[src/rtl/fpu_seq_pkg.sv]
// Shared types and constants for the FP operation sequencer.
// Holds the FSM state encoding, rounding modes, flag positions and the fcsr layout.
package fpu_seq_pkg;

   localparam int unsigned XLEN      = 32;
   localparam int unsigned REG_IDX_W = 5;
   localparam int unsigned FRM_W     = 3;
   localparam int unsigned FLAG_W    = 5;
   localparam int unsigned FCSR_W    = FRM_W + FLAG_W;

   localparam logic [FRM_W-1:0] RNE = 3'd0;
   localparam logic [FRM_W-1:0] RTZ = 3'd1;
   localparam logic [FRM_W-1:0] RDN = 3'd2;
   localparam logic [FRM_W-1:0] RUP = 3'd3;
   localparam logic [FRM_W-1:0] RMM = 3'd4;
   localparam logic [FRM_W-1:0] DYN = 3'd7;

   localparam int unsigned NV = 4;
   localparam int unsigned DZ = 3;
   localparam int unsigned OF = 2;
   localparam int unsigned UF = 1;
   localparam int unsigned NX = 0;

   typedef enum logic [2:0] {
      S_IDLE = 3'd0,
      S_READ = 3'd1,
      S_EXEC = 3'd2,
      S_WB   = 3'd3,
      S_DONE = 3'd4
   } seq_state_t;

   typedef struct packed {
      logic [FRM_W-1:0]  frm;
      logic [FLAG_W-1:0] fflags;
   } fcsr_t;

   // Only the five architected static modes may reach the FPU.
   function automatic logic rm_is_legal(input logic [FRM_W-1:0] rm);
      return (rm == RNE) || (rm == RTZ) || (rm == RDN) || (rm == RUP) || (rm == RMM);
   endfunction

endpackage

[src/rtl/fpu_op_sequencer_if.sv]
// Request, register-file, FPU and fcsr signals of the FP operation sequencer.
// master = surrounding pipeline/RF/FPU side, slave = the sequencer.
interface fpu_op_sequencer_if #(
   parameter int unsigned FUNCT7_W = 7
);
   import fpu_seq_pkg::*;

   logic                 req_valid;
   logic                 req_ready;
   logic [FUNCT7_W-1:0]  req_funct7;
   logic [REG_IDX_W-1:0] req_rs1;
   logic [REG_IDX_W-1:0] req_rs2;
   logic [REG_IDX_W-1:0] req_rd;
   logic [FRM_W-1:0]     req_rm;

   logic [REG_IDX_W-1:0] rf_rs1;
   logic [REG_IDX_W-1:0] rf_rs2;
   logic [XLEN-1:0]      rf_rs1_data;
   logic [XLEN-1:0]      rf_rs2_data;
   logic                 rf_wen;
   logic [REG_IDX_W-1:0] rf_rd;
   logic [XLEN-1:0]      rf_w_data;

   logic                 fpu_start;
   logic [FUNCT7_W-1:0]  fpu_funct7;
   logic [FRM_W-1:0]     fpu_frm;
   logic [XLEN-1:0]      fpu_op1;
   logic [XLEN-1:0]      fpu_op2;
   logic [XLEN-1:0]      fpu_out;
   logic [FLAG_W-1:0]    fpu_flags;
   logic                 fpu_ready;

   logic                 csr_wen;
   logic [FCSR_W-1:0]    csr_wdata;
   logic [FCSR_W-1:0]    fcsr_out;

   logic                 done;
   logic                 err_illegal;
   logic                 err_timeout;

   modport master (
      output req_valid, req_funct7, req_rs1, req_rs2, req_rd, req_rm,
      output rf_rs1_data, rf_rs2_data,
      output fpu_out, fpu_flags, fpu_ready,
      output csr_wen, csr_wdata,
      input  req_ready, rf_rs1, rf_rs2, rf_wen, rf_rd, rf_w_data,
      input  fpu_start, fpu_funct7, fpu_frm, fpu_op1, fpu_op2,
      input  fcsr_out, done, err_illegal, err_timeout
   );

   modport slave (
      input  req_valid, req_funct7, req_rs1, req_rs2, req_rd, req_rm,
      input  rf_rs1_data, rf_rs2_data,
      input  fpu_out, fpu_flags, fpu_ready,
      input  csr_wen, csr_wdata,
      output req_ready, rf_rs1, rf_rs2, rf_wen, rf_rd, rf_w_data,
      output fpu_start, fpu_funct7, fpu_frm, fpu_op1, fpu_op2,
      output fcsr_out, done, err_illegal, err_timeout
   );

endinterface

[src/rtl/fpu_fcsr_reg.sv]
// fcsr storage: CSR writes, sticky exception accumulation and rounding-mode resolution.
// A CSR write and a flag accumulate in the same cycle merge as write-then-OR.
module fpu_fcsr_reg
   import fpu_seq_pkg::*;
(
   input  logic              clk,
   input  logic              n_rst,
   input  logic              csr_wen,
   input  fcsr_t             csr_wdata,
   input  logic              acc_en,
   input  logic [FLAG_W-1:0] acc_flags,
   input  logic [FRM_W-1:0]  req_rm,
   output fcsr_t             fcsr,
   output logic [FRM_W-1:0]  rm_eff_c,
   output logic              rm_illegal_c
);

   fcsr_t fcsr_nxt;

   always_comb begin
      fcsr_nxt = fcsr;
      if (csr_wen) begin
         fcsr_nxt = csr_wdata;
      end
      if (acc_en) begin
         fcsr_nxt.fflags = fcsr_nxt.fflags | acc_flags;
      end
   end

   always_ff @(posedge clk or negedge n_rst) begin
      if (!n_rst) begin
         fcsr <= '0;
      end else begin
         fcsr <= fcsr_nxt;
      end
   end

   // Dynamic mode takes the frm currently held, before any same-cycle CSR write.
   always_comb begin
      rm_eff_c     = (req_rm == DYN) ? fcsr.frm : req_rm;
      rm_illegal_c = !rm_is_legal(rm_eff_c);
   end

endmodule

[src/rtl/fpu_op_sequencer.sv]
// Single-issue FP instruction sequencer: operand read, FPU execute with timeout, writeback.
// All bus outputs are registered and aligned with the state they describe.
module fpu_op_sequencer
   import fpu_seq_pkg::*;
#(
   parameter int unsigned FUNCT7_W = 7,
   parameter int unsigned TIMEOUT  = 64
) (
   input logic               clk,
   input logic               n_rst,
   fpu_op_sequencer_if.slave bus
);

   localparam int unsigned      CNT_W    = $clog2(TIMEOUT);
   localparam logic [CNT_W-1:0] CNT_LAST = CNT_W'(TIMEOUT - 1);

   seq_state_t state, state_nxt;
   logic       accept_c;
   logic       illegal_nxt;
   logic       timeout_nxt;

   logic [CNT_W-1:0]     cnt;
   logic [FUNCT7_W-1:0]  funct7_q;
   logic [REG_IDX_W-1:0] rs1_q;
   logic [REG_IDX_W-1:0] rs2_q;
   logic [REG_IDX_W-1:0] rd_q;
   logic [FRM_W-1:0]     frm_q;
   logic [XLEN-1:0]      op1_q;
   logic [XLEN-1:0]      op2_q;
   logic [XLEN-1:0]      res_q;
   logic [FLAG_W-1:0]    flags_q;

   logic req_ready_q;
   logic fpu_start_q;
   logic rf_wen_q;
   logic done_q;
   logic err_illegal_q;
   logic err_timeout_q;

   fcsr_t            fcsr;
   logic [FRM_W-1:0] rm_eff_c;
   logic             rm_illegal_c;

   fpu_fcsr_reg u_fcsr (
      .clk          (clk),
      .n_rst        (n_rst),
      .csr_wen      (bus.csr_wen),
      .csr_wdata    (fcsr_t'(bus.csr_wdata)),
      .acc_en       (state == S_WB),
      .acc_flags    (flags_q),
      .req_rm       (bus.req_rm),
      .fcsr         (fcsr),
      .rm_eff_c     (rm_eff_c),
      .rm_illegal_c (rm_illegal_c)
   );

   always_ff @(posedge clk or negedge n_rst) begin
      if (!n_rst) begin
         state <= S_IDLE;
      end else begin
         state <= state_nxt;
      end
   end

   always_comb begin
      state_nxt   = state;
      accept_c    = 1'b0;
      illegal_nxt = 1'b0;
      timeout_nxt = 1'b0;
      unique case (state)
         S_IDLE: begin
            if (bus.req_valid) begin
               accept_c = 1'b1;
               if (rm_illegal_c) begin
                  state_nxt   = S_DONE;
                  illegal_nxt = 1'b1;
               end else begin
                  state_nxt = S_READ;
               end
            end
         end
         S_READ: state_nxt = S_EXEC;
         S_EXEC: begin
            // A result arriving on the last allowed cycle still wins over the abort.
            if (bus.fpu_ready) begin
               state_nxt = S_WB;
            end else if (cnt == CNT_LAST) begin
               state_nxt   = S_DONE;
               timeout_nxt = 1'b1;
            end
         end
         S_WB:    state_nxt = S_DONE;
         S_DONE:  state_nxt = S_IDLE;
         default: state_nxt = S_IDLE;
      endcase
   end

   always_ff @(posedge clk or negedge n_rst) begin
      if (!n_rst) begin
         req_ready_q   <= 1'b1;
         fpu_start_q   <= 1'b0;
         rf_wen_q      <= 1'b0;
         done_q        <= 1'b0;
         err_illegal_q <= 1'b0;
         err_timeout_q <= 1'b0;
      end else begin
         req_ready_q   <= (state_nxt == S_IDLE);
         fpu_start_q   <= (state_nxt == S_EXEC) && (state != S_EXEC);
         rf_wen_q      <= (state_nxt == S_WB);
         done_q        <= (state_nxt == S_DONE);
         err_illegal_q <= illegal_nxt;
         err_timeout_q <= timeout_nxt;
      end
   end

   // Request fields, operands and result are held until the next transaction overwrites them.
   always_ff @(posedge clk or negedge n_rst) begin
      if (!n_rst) begin
         funct7_q <= '0;
         rs1_q    <= '0;
         rs2_q    <= '0;
         rd_q     <= '0;
         frm_q    <= '0;
         op1_q    <= '0;
         op2_q    <= '0;
         res_q    <= '0;
         flags_q  <= '0;
      end else begin
         if (accept_c) begin
            funct7_q <= bus.req_funct7;
            rs1_q    <= bus.req_rs1;
            rs2_q    <= bus.req_rs2;
            rd_q     <= bus.req_rd;
            frm_q    <= rm_eff_c;
         end
         if (state == S_READ) begin
            op1_q <= bus.rf_rs1_data;
            op2_q <= bus.rf_rs2_data;
         end
         if ((state == S_EXEC) && bus.fpu_ready) begin
            res_q   <= bus.fpu_out;
            flags_q <= bus.fpu_flags;
         end
      end
   end

   // Cycle counter is zero on the first EXEC cycle.
   always_ff @(posedge clk or negedge n_rst) begin
      if (!n_rst) begin
         cnt <= '0;
      end else if (state == S_EXEC) begin
         cnt <= cnt + CNT_W'(1);
      end else begin
         cnt <= '0;
      end
   end

   assign bus.req_ready   = req_ready_q;
   assign bus.rf_rs1      = rs1_q;
   assign bus.rf_rs2      = rs2_q;
   assign bus.rf_wen      = rf_wen_q;
   assign bus.rf_rd       = rd_q;
   assign bus.rf_w_data   = res_q;
   assign bus.fpu_start   = fpu_start_q;
   assign bus.fpu_funct7  = funct7_q;
   assign bus.fpu_frm     = frm_q;
   assign bus.fpu_op1     = op1_q;
   assign bus.fpu_op2     = op2_q;
   assign bus.fcsr_out    = fcsr;
   assign bus.done        = done_q;
   assign bus.err_illegal = err_illegal_q;
   assign bus.err_timeout = err_timeout_q;

endmodule

[src/flat_wrapper.sv]
// flat-port wrapper written by rule: the top's interface ports become plain ports
module fpu_op_sequencer_flat import fpu_seq_pkg::*;
#(
   parameter int unsigned FUNCT7_W = 7,
   parameter int unsigned TIMEOUT  = 64
)
  (clk, n_rst, bus_req_valid, bus_req_funct7, bus_req_rs1, bus_req_rs2, bus_req_rd, bus_req_rm, bus_rf_rs1_data, bus_rf_rs2_data, bus_fpu_out, bus_fpu_flags, bus_fpu_ready, bus_csr_wen, bus_csr_wdata, bus_req_ready, bus_rf_rs1, bus_rf_rs2, bus_rf_wen, bus_rf_rd, bus_rf_w_data, bus_fpu_start, bus_fpu_funct7, bus_fpu_frm, bus_fpu_op1, bus_fpu_op2, bus_fcsr_out, bus_done, bus_err_illegal, bus_err_timeout);
  fpu_op_sequencer_if #(.FUNCT7_W(FUNCT7_W)) bus_i ();
  input logic clk;
  input logic n_rst;
  input wire logic [$bits(bus_i.req_valid)-1:0] bus_req_valid;
  input wire logic [$bits(bus_i.req_funct7)-1:0] bus_req_funct7;
  input wire logic [$bits(bus_i.req_rs1)-1:0] bus_req_rs1;
  input wire logic [$bits(bus_i.req_rs2)-1:0] bus_req_rs2;
  input wire logic [$bits(bus_i.req_rd)-1:0] bus_req_rd;
  input wire logic [$bits(bus_i.req_rm)-1:0] bus_req_rm;
  input wire logic [$bits(bus_i.rf_rs1_data)-1:0] bus_rf_rs1_data;
  input wire logic [$bits(bus_i.rf_rs2_data)-1:0] bus_rf_rs2_data;
  input wire logic [$bits(bus_i.fpu_out)-1:0] bus_fpu_out;
  input wire logic [$bits(bus_i.fpu_flags)-1:0] bus_fpu_flags;
  input wire logic [$bits(bus_i.fpu_ready)-1:0] bus_fpu_ready;
  input wire logic [$bits(bus_i.csr_wen)-1:0] bus_csr_wen;
  input wire logic [$bits(bus_i.csr_wdata)-1:0] bus_csr_wdata;
  output wire logic [$bits(bus_i.req_ready)-1:0] bus_req_ready;
  output wire logic [$bits(bus_i.rf_rs1)-1:0] bus_rf_rs1;
  output wire logic [$bits(bus_i.rf_rs2)-1:0] bus_rf_rs2;
  output wire logic [$bits(bus_i.rf_wen)-1:0] bus_rf_wen;
  output wire logic [$bits(bus_i.rf_rd)-1:0] bus_rf_rd;
  output wire logic [$bits(bus_i.rf_w_data)-1:0] bus_rf_w_data;
  output wire logic [$bits(bus_i.fpu_start)-1:0] bus_fpu_start;
  output wire logic [$bits(bus_i.fpu_funct7)-1:0] bus_fpu_funct7;
  output wire logic [$bits(bus_i.fpu_frm)-1:0] bus_fpu_frm;
  output wire logic [$bits(bus_i.fpu_op1)-1:0] bus_fpu_op1;
  output wire logic [$bits(bus_i.fpu_op2)-1:0] bus_fpu_op2;
  output wire logic [$bits(bus_i.fcsr_out)-1:0] bus_fcsr_out;
  output wire logic [$bits(bus_i.done)-1:0] bus_done;
  output wire logic [$bits(bus_i.err_illegal)-1:0] bus_err_illegal;
  output wire logic [$bits(bus_i.err_timeout)-1:0] bus_err_timeout;
  assign bus_i.req_valid = bus_req_valid;
  assign bus_i.req_funct7 = bus_req_funct7;
  assign bus_i.req_rs1 = bus_req_rs1;
  assign bus_i.req_rs2 = bus_req_rs2;
  assign bus_i.req_rd = bus_req_rd;
  assign bus_i.req_rm = bus_req_rm;
  assign bus_i.rf_rs1_data = bus_rf_rs1_data;
  assign bus_i.rf_rs2_data = bus_rf_rs2_data;
  assign bus_i.fpu_out = bus_fpu_out;
  assign bus_i.fpu_flags = bus_fpu_flags;
  assign bus_i.fpu_ready = bus_fpu_ready;
  assign bus_i.csr_wen = bus_csr_wen;
  assign bus_i.csr_wdata = bus_csr_wdata;
  assign bus_req_ready = bus_i.req_ready;
  assign bus_rf_rs1 = bus_i.rf_rs1;
  assign bus_rf_rs2 = bus_i.rf_rs2;
  assign bus_rf_wen = bus_i.rf_wen;
  assign bus_rf_rd = bus_i.rf_rd;
  assign bus_rf_w_data = bus_i.rf_w_data;
  assign bus_fpu_start = bus_i.fpu_start;
  assign bus_fpu_funct7 = bus_i.fpu_funct7;
  assign bus_fpu_frm = bus_i.fpu_frm;
  assign bus_fpu_op1 = bus_i.fpu_op1;
  assign bus_fpu_op2 = bus_i.fpu_op2;
  assign bus_fcsr_out = bus_i.fcsr_out;
  assign bus_done = bus_i.done;
  assign bus_err_illegal = bus_i.err_illegal;
  assign bus_err_timeout = bus_i.err_timeout;
  fpu_op_sequencer #(.FUNCT7_W(FUNCT7_W), .TIMEOUT(TIMEOUT)) u_core (.clk(clk), .n_rst(n_rst), .bus(bus_i));
endmodule
[config.mk]
export PLATFORM = sky130hd
export DESIGN_NAME = fpu_op_sequencer_flat
export DESIGN_NICKNAME = d
export VERILOG_FILES = /design/src/rtl/fpu_seq_pkg.sv /design/src/rtl/fpu_op_sequencer_if.sv /design/src/rtl/fpu_fcsr_reg.sv /design/src/rtl/fpu_op_sequencer.sv /design/src/flat_wrapper.sv
export SDC_FILE = /design/constraint.sdc
export NUM_CORES = 1
export LEC_CHECK = 0
export ABC_CLOCK_PERIOD_IN_PS = 1900
export BUFFER_PORTS_ARGS = -buffer_cell sky130_fd_sc_hd__buf_2
export CAP_MARGIN = 40
export CELL_PAD_IN_SITES_DETAIL_PLACEMENT = 1
export CELL_PAD_IN_SITES_GLOBAL_PLACEMENT = 2
export CORE_MARGIN = 5
export CORE_UTILIZATION = 29
export CTS_CLUSTER_DIAMETER = 150
export CTS_CLUSTER_SIZE = 16
export DETAILED_ROUTE_END_ITERATION = 12
export PLACE_DENSITY = 0.81
export SLEW_MARGIN = 20
export SYNTH_ARGS = -nofsm -noshare
export SYNTH_HDL_FRONTEND = slang
export SYNTH_SLANG_ARGS = --single-unit
[constraint.sdc]
create_clock -name clk -period 1.9 [get_ports clk]
set_input_delay 0.19 -clock clk [delete_from_list [all_inputs] [get_ports clk]]
set_output_delay 0.19 -clock clk [all_outputs]
set_load 0.1 [all_outputs]
=== Word-level counts from Yosys, hierarchy flattened ===
Index checks and enable logic that the tools add are counted.

* $add $sub $neg: 1
* Multiply operators: 0
* Divide/modulo/power cells: 0
* $lt $le $gt $ge: 0
* Equality and inequality tests: 13
* Shift operators: 0
* Mux-type cells: 17
* Bitwise logic cells: 1
* Reduce and logical (&&, ||, !) cells: 9

{| class="wikitable"
|+ Operators by type and width
! kind !! count
|-
| 3-bit by 2-bit == test with 1-bit output (second input constant) || 6
|-
| 3-bit two-way mux || 5
|-
| 3-bit one-hot mux with 4 select lines || 1
|-
| 5-bit two-way mux || 2
|-
| 3-bit == test (second input constant) || 3
|-
| 3-bit logical NOT || 3
|-
| 1-bit two-way mux || 8
|-
| 6-bit by 1-bit adder with 6-bit output (second input constant) || 1
|-
| 3-bit by 1-bit == test with 1-bit output (second input constant) || 2
|-
| 6-bit == test (second input constant) || 1
|-
| 6-bit two-way mux || 1
|-
| 5-bit bitwise OR || 1
|-
| 1-bit logical OR || 4
|-
| 3-bit by 2-bit inequality test with 1-bit output (second input constant) || 1
|-
| 1-bit logical AND || 2
|}

* Flip-flop bits (word level): 149
* Latch bits: 0
* Memory bits (writable): 0
* Memory bits (read-only): 0
* Input bits: 139
* Output and inout port bits: 135
* Word-level logic and storage cells: 60
* Memories: 0

=== Depth between registers and ports, before layout ===
* Word-level depth: 12
* Mapped depth: 6
* Gate-level depth less buffers: 4

=== By module ===
A second synthesis with hierarchy kept.

* Cells, all modules: 354
* Area total of the unflattened synthesis: 5,781.8 um2

{| class="wikitable"
|+ By module, submodules not included
! module !! instances !! cells an instance !! area an instance (um2) !! seq. area each (um2)
|-
| fpu_op_sequencer || 1 || 319 || 5,405.2 || 3,529.6
|-
| fpu_fcsr_reg || 1 || 35 || 376.6 || 200.2
|}

=== Least setup slack after synthesis ===
Ideal clock, no wire load.

* Path kind: register to register
* Start: reg u_core.state[2]
* End: reg u_core.res_q[17] (netlist: u_core.bus.rf_w_data[17])
* Library setup time: 0.125 ns
* Arrival time: 1.619 ns
* Path slack: 0.156 ns
* Stages on the path, launching flop included: 7
* Path through: dfrtp_1 -> or3b_1 -> buf_2 -> nor2_4 -> buf_6 -> buf_6 -> mux2_2

* Longest elaborated chain between the ends: 2

{| class="wikitable"
|+ Ends and longest elaborated chain
! what !! RTL line !! source
|-
| start: declaration || fpu_op_sequencer.sv:17 || <nowiki>seq_state_t state, state_nxt;</nowiki>
|-
| start signal: assignment || fpu_op_sequencer.sv:61 || <nowiki>state <= state_nxt;</nowiki>
|-
| 3-bit by 2-bit == test with 1-bit output || fpu_op_sequencer.sv:140 || <nowiki>if ((state == S_EXEC) && bus.fpu_ready) begin</nowiki>
|-
| 1-bit logical AND || fpu_op_sequencer.sv:140 ||
|-
| end signal: assignment || fpu_op_sequencer.sv:141 || <nowiki>res_q <= bus.fpu_out;</nowiki>
|-
| end: declaration || fpu_op_sequencer.sv:30 || <nowiki>logic [XLEN-1:0] res_q;</nowiki>
|}

Every way passes these cells.
A chain may end at the register's enable or synchronous reset.

=== Final worst setup path ===
* Start: reg u_core.state[2]
* End: reg u_core.state[2]

* Longest elaborated chain between the ends: 3
* Elaborated cells on any way between the ends: 8
* Classes of those cells: 3 x eq/ne; 4 x mux; 1 x reduce/logical

{| class="wikitable"
|+ Ends and longest elaborated chain
! what !! RTL line !! source
|-
| 3-bit two-way mux || fpu_op_sequencer.sv:87 || <nowiki>end else if (cnt == CNT_LAST) begin</nowiki>
|-
| 3-bit two-way mux || fpu_op_sequencer.sv:85 || <nowiki>if (bus.fpu_ready) begin</nowiki>
|-
| 3-bit one-hot mux with 4 select lines * || fpu_op_sequencer.sv:70 || <nowiki>unique case (state)</nowiki>
|-
| via u_core.state_nxt[2] || fpu_op_sequencer.sv:17 ||
|}

The timed path passes the listed nets; every way through them passes the cells marked *.

==> metrics.md <==
| Metric | Value |
|---|---|
| Mapped Cells | `399` |
| DIE AREA | `22300 um^2` |
| Fmax | `563 MHz` |
| Clock-pin slew on the worst setup and hold paths | `0.06 ns` |
| Commonest non-fill, non-tap cell in the layout | `buf_2` |
| P&R area growth vs syn | `59.0%` |
| Mapped cell area | `5640 um^2` |
| Routed Antenna Nets | `0` |
| Fin nets | `919` |
| Min cycle time layout | `1.78 ns` |
| Post-CTS Resized | `0` |
| Hold Path End | `u_core.bus.rf_w_data[8]` |
| TritonCTS Sinks | `149` |
| Vias in the first global route | `5230` |
| Tcrit/Tclk final | `93.4%` |
| Cts bufs inserted | `17` |
| Critical Path RT | `2.24 ns` |
| CP startpoint | `u_core.state[2]` |
| Starting Density | `29.2%` |
| Crit. End Element | `flop` |
| RSZ-0062 raised after global routing | `false` |
| First-pass GRT wire length | `27700 um` |
| Min-delay src | `bus_fpu_out[8]` |
| HP Class | `in2reg` |
| Initial DRC count | `79` |
| Post-synthesis sequential area ratio | `66.1%` |
| Post-synth ARST share | `100%` |
| Worst-Margin Slew | `0.518 ns` |
| R2R Path Start | `u_core.state[2]` |
| Primary FF master, synth | `dfrtp_1` |
| Final Util | `46.4%` |
| Clock Tree Buf Depth | `2` |
| Input/output buffers | `273` |
| Antenna cells | `0` |
| RR Endpoint | `u_core.state[2]` |
| IO Count | `274` |
| Layout cells sized above 1 | `53.7%` |
| Core Region | `19300 um^2` |
| Synth Register Bits | `149` |
| Critical path class | `reg2reg` |
| Final setup viols | `0` |
| Routed len/inst | `16.7 um` |
| WHS Path Cells | `2` |
| Syn avg cell area | `14.1 um^2` |
| Count of final hold-check violations | `0` |
| Arrival @ worst endpoint | `2.11 ns` |
| Synthesized Nets | `539` |
| CTS tree | `done` |
| Run status | `finished clean` |
| FF-to-FF setup slack | `0.12 ns` |
| Setup tns final | `0 ns` |
| Post-CTS setup buffer count | `0` |
| Std-Cell Rows | `51` |
| Type of origin of the critical path | `flop` |
| Total global routing overflow | `0` |
| DRC Markers | `0` |
| Area of the multi-input gates | `1800 um^2` |
| GRT Util Overall | `15.6%` |
| Clock root buffer | `clkbuf_16` |
| Most frequent cells in the layout | `buf_2 (272), dfrtp_1 (148), mux2_2 (104)` |
| DRT Pass-1 Iters | `4` |
| Routability cong. | `0.761` |
| Die height | `149 um` |
| Final Max Tran Viols | `0` |
| Synth unique cells | `33` |
| Final HPWL DP | `11900 um` |
| # fillers | `2086` |
| Design Area, Final | `8970 um^2` |
| H-tree levels | `4` |
| Crit-path max FO | `8` |
| Chip width | `149 um` |
| Largest net degree at the start of global routing | `67` |
| Cells on worst reg2reg path | `4` |
| Vias | `4532` |
| Clock Latency Late Sink | `0.41 ns` |
| Number of max-cap violations | `0` |
| Area after DPL | `7370 um^2` |
| Sequential cell area | `3730 um^2` |
| Synth Warn # | `0` |
| Number of vias per cell | `4.29` |
| Slew margin rel. | `65.7%` |
| Post-Route WL | `17700 um` |
| Setup Skew | `0.00784 ns` |
| Initial antenna violation count | `1` |
| EDFF count, synth | `0` |
## per-layer routing
metal	track usage, %	share of wire [%]	vias to the layer above
met2	29.2	54	144
li1	-	-	2124
met5	0	0.074	-
met3	5.09	7.8	13
met4	3.39	0.87	2
met1	17.2	37	2249
## logic make-up after synthesis
logic type | synth area share (%)
flip-flops | 66.1
multiplexers | 20.8
AND/OR/NAND/NOR | 7.92
buffers and inverters | 2.19
AO/OA/AOI/OAI | 2.35
XOR/XNOR | 0.466
adder cells (fa/ha/maj) | 0.222
## cell usage after synthesis, types with 3 or more instances
cell type / n / area share, %
dfrtp_1: 148 / 66
mux2_2: 104 / 21
nand2_1: 74 / 4.9
buf_2: 12 / 1.1
o21ai_0: 8 / 0.71
a221o_1: 5 / 0.89
nor2_1: 5 / 0.33
nor2b_1: 5 / 0.55
inv_1: 4 / 0.27
clkbuf_1: 3 / 0.20
nand3_1: 3 / 0.27
## area by class of cell
type	count	share of cell area [%]
Timing Repair Buffer	380	27.5
Tap cell	265	3.70
Clock inverter	13	1.88
Inverter	4	0.167
Clock buffer	19	5.05
Sequential cell	149	41.6
Multi-Input combinational cell	227	20.1
## repair_timing
item,CTS,global route
endpoints found under the hold margin,137,0
hold buffers,98,0
endpoints found under the setup margin,0,0
## sequential cells by signal, summed over array words and instances, names as in the netlist, 5 cells and up
| name | flops |
|---|---|
| u_core.bus.fpu_funct7 | 7 |
| u_core.bus.fpu_op1 | 32 |
| u_core.bus.fpu_op2 | 32 |
| u_core.bus.rf_rd | 5 |
| u_core.bus.rf_rs1 | 5 |
| u_core.bus.rf_rs2 | 5 |
| u_core.bus.rf_w_data | 32 |
| u_core.cnt | 6 |
| u_core.flags_q | 5 |
| u_core.u_fcsr.fcsr | 8 |
## worst max-delay path: stages, from the launching register on
cell and delay, ns:
dfrtp_1 0.43, or3b_1 0.46, buf_4 0.19, or4_4 0.52
nand3b_1 0.10
## worst max path at each step
stage	end	slack, ns	cells after the start
after global placement	u_core.state[2]	0.16	4
after global routing	u_core.bus.done	0.04	4
after floorplan	u_core.bus.rf_w_data[17]	0.16	6
final	u_core.state[2]	0.12	4
after detailed placement	u_core.bus.done	0.14	4
after CTS	u_core.bus.done	0.12	4
## metrics by stage
stage                     instances  hold WS [ns]  worst slack [ns]
after detailed placement        927         0.165             0.143
after global placement          927         0.157             0.164
final                          1057        0.0192             0.125
after CTS                      1057      0.000198             0.116
after global routing           1057      0.000950            0.0385
after floorplan                 399        -0.106             0.156
Power is left out: the tool's default activity adds up to more than one toggle a clock period on the data nets, which glitch-free logic cannot reach.
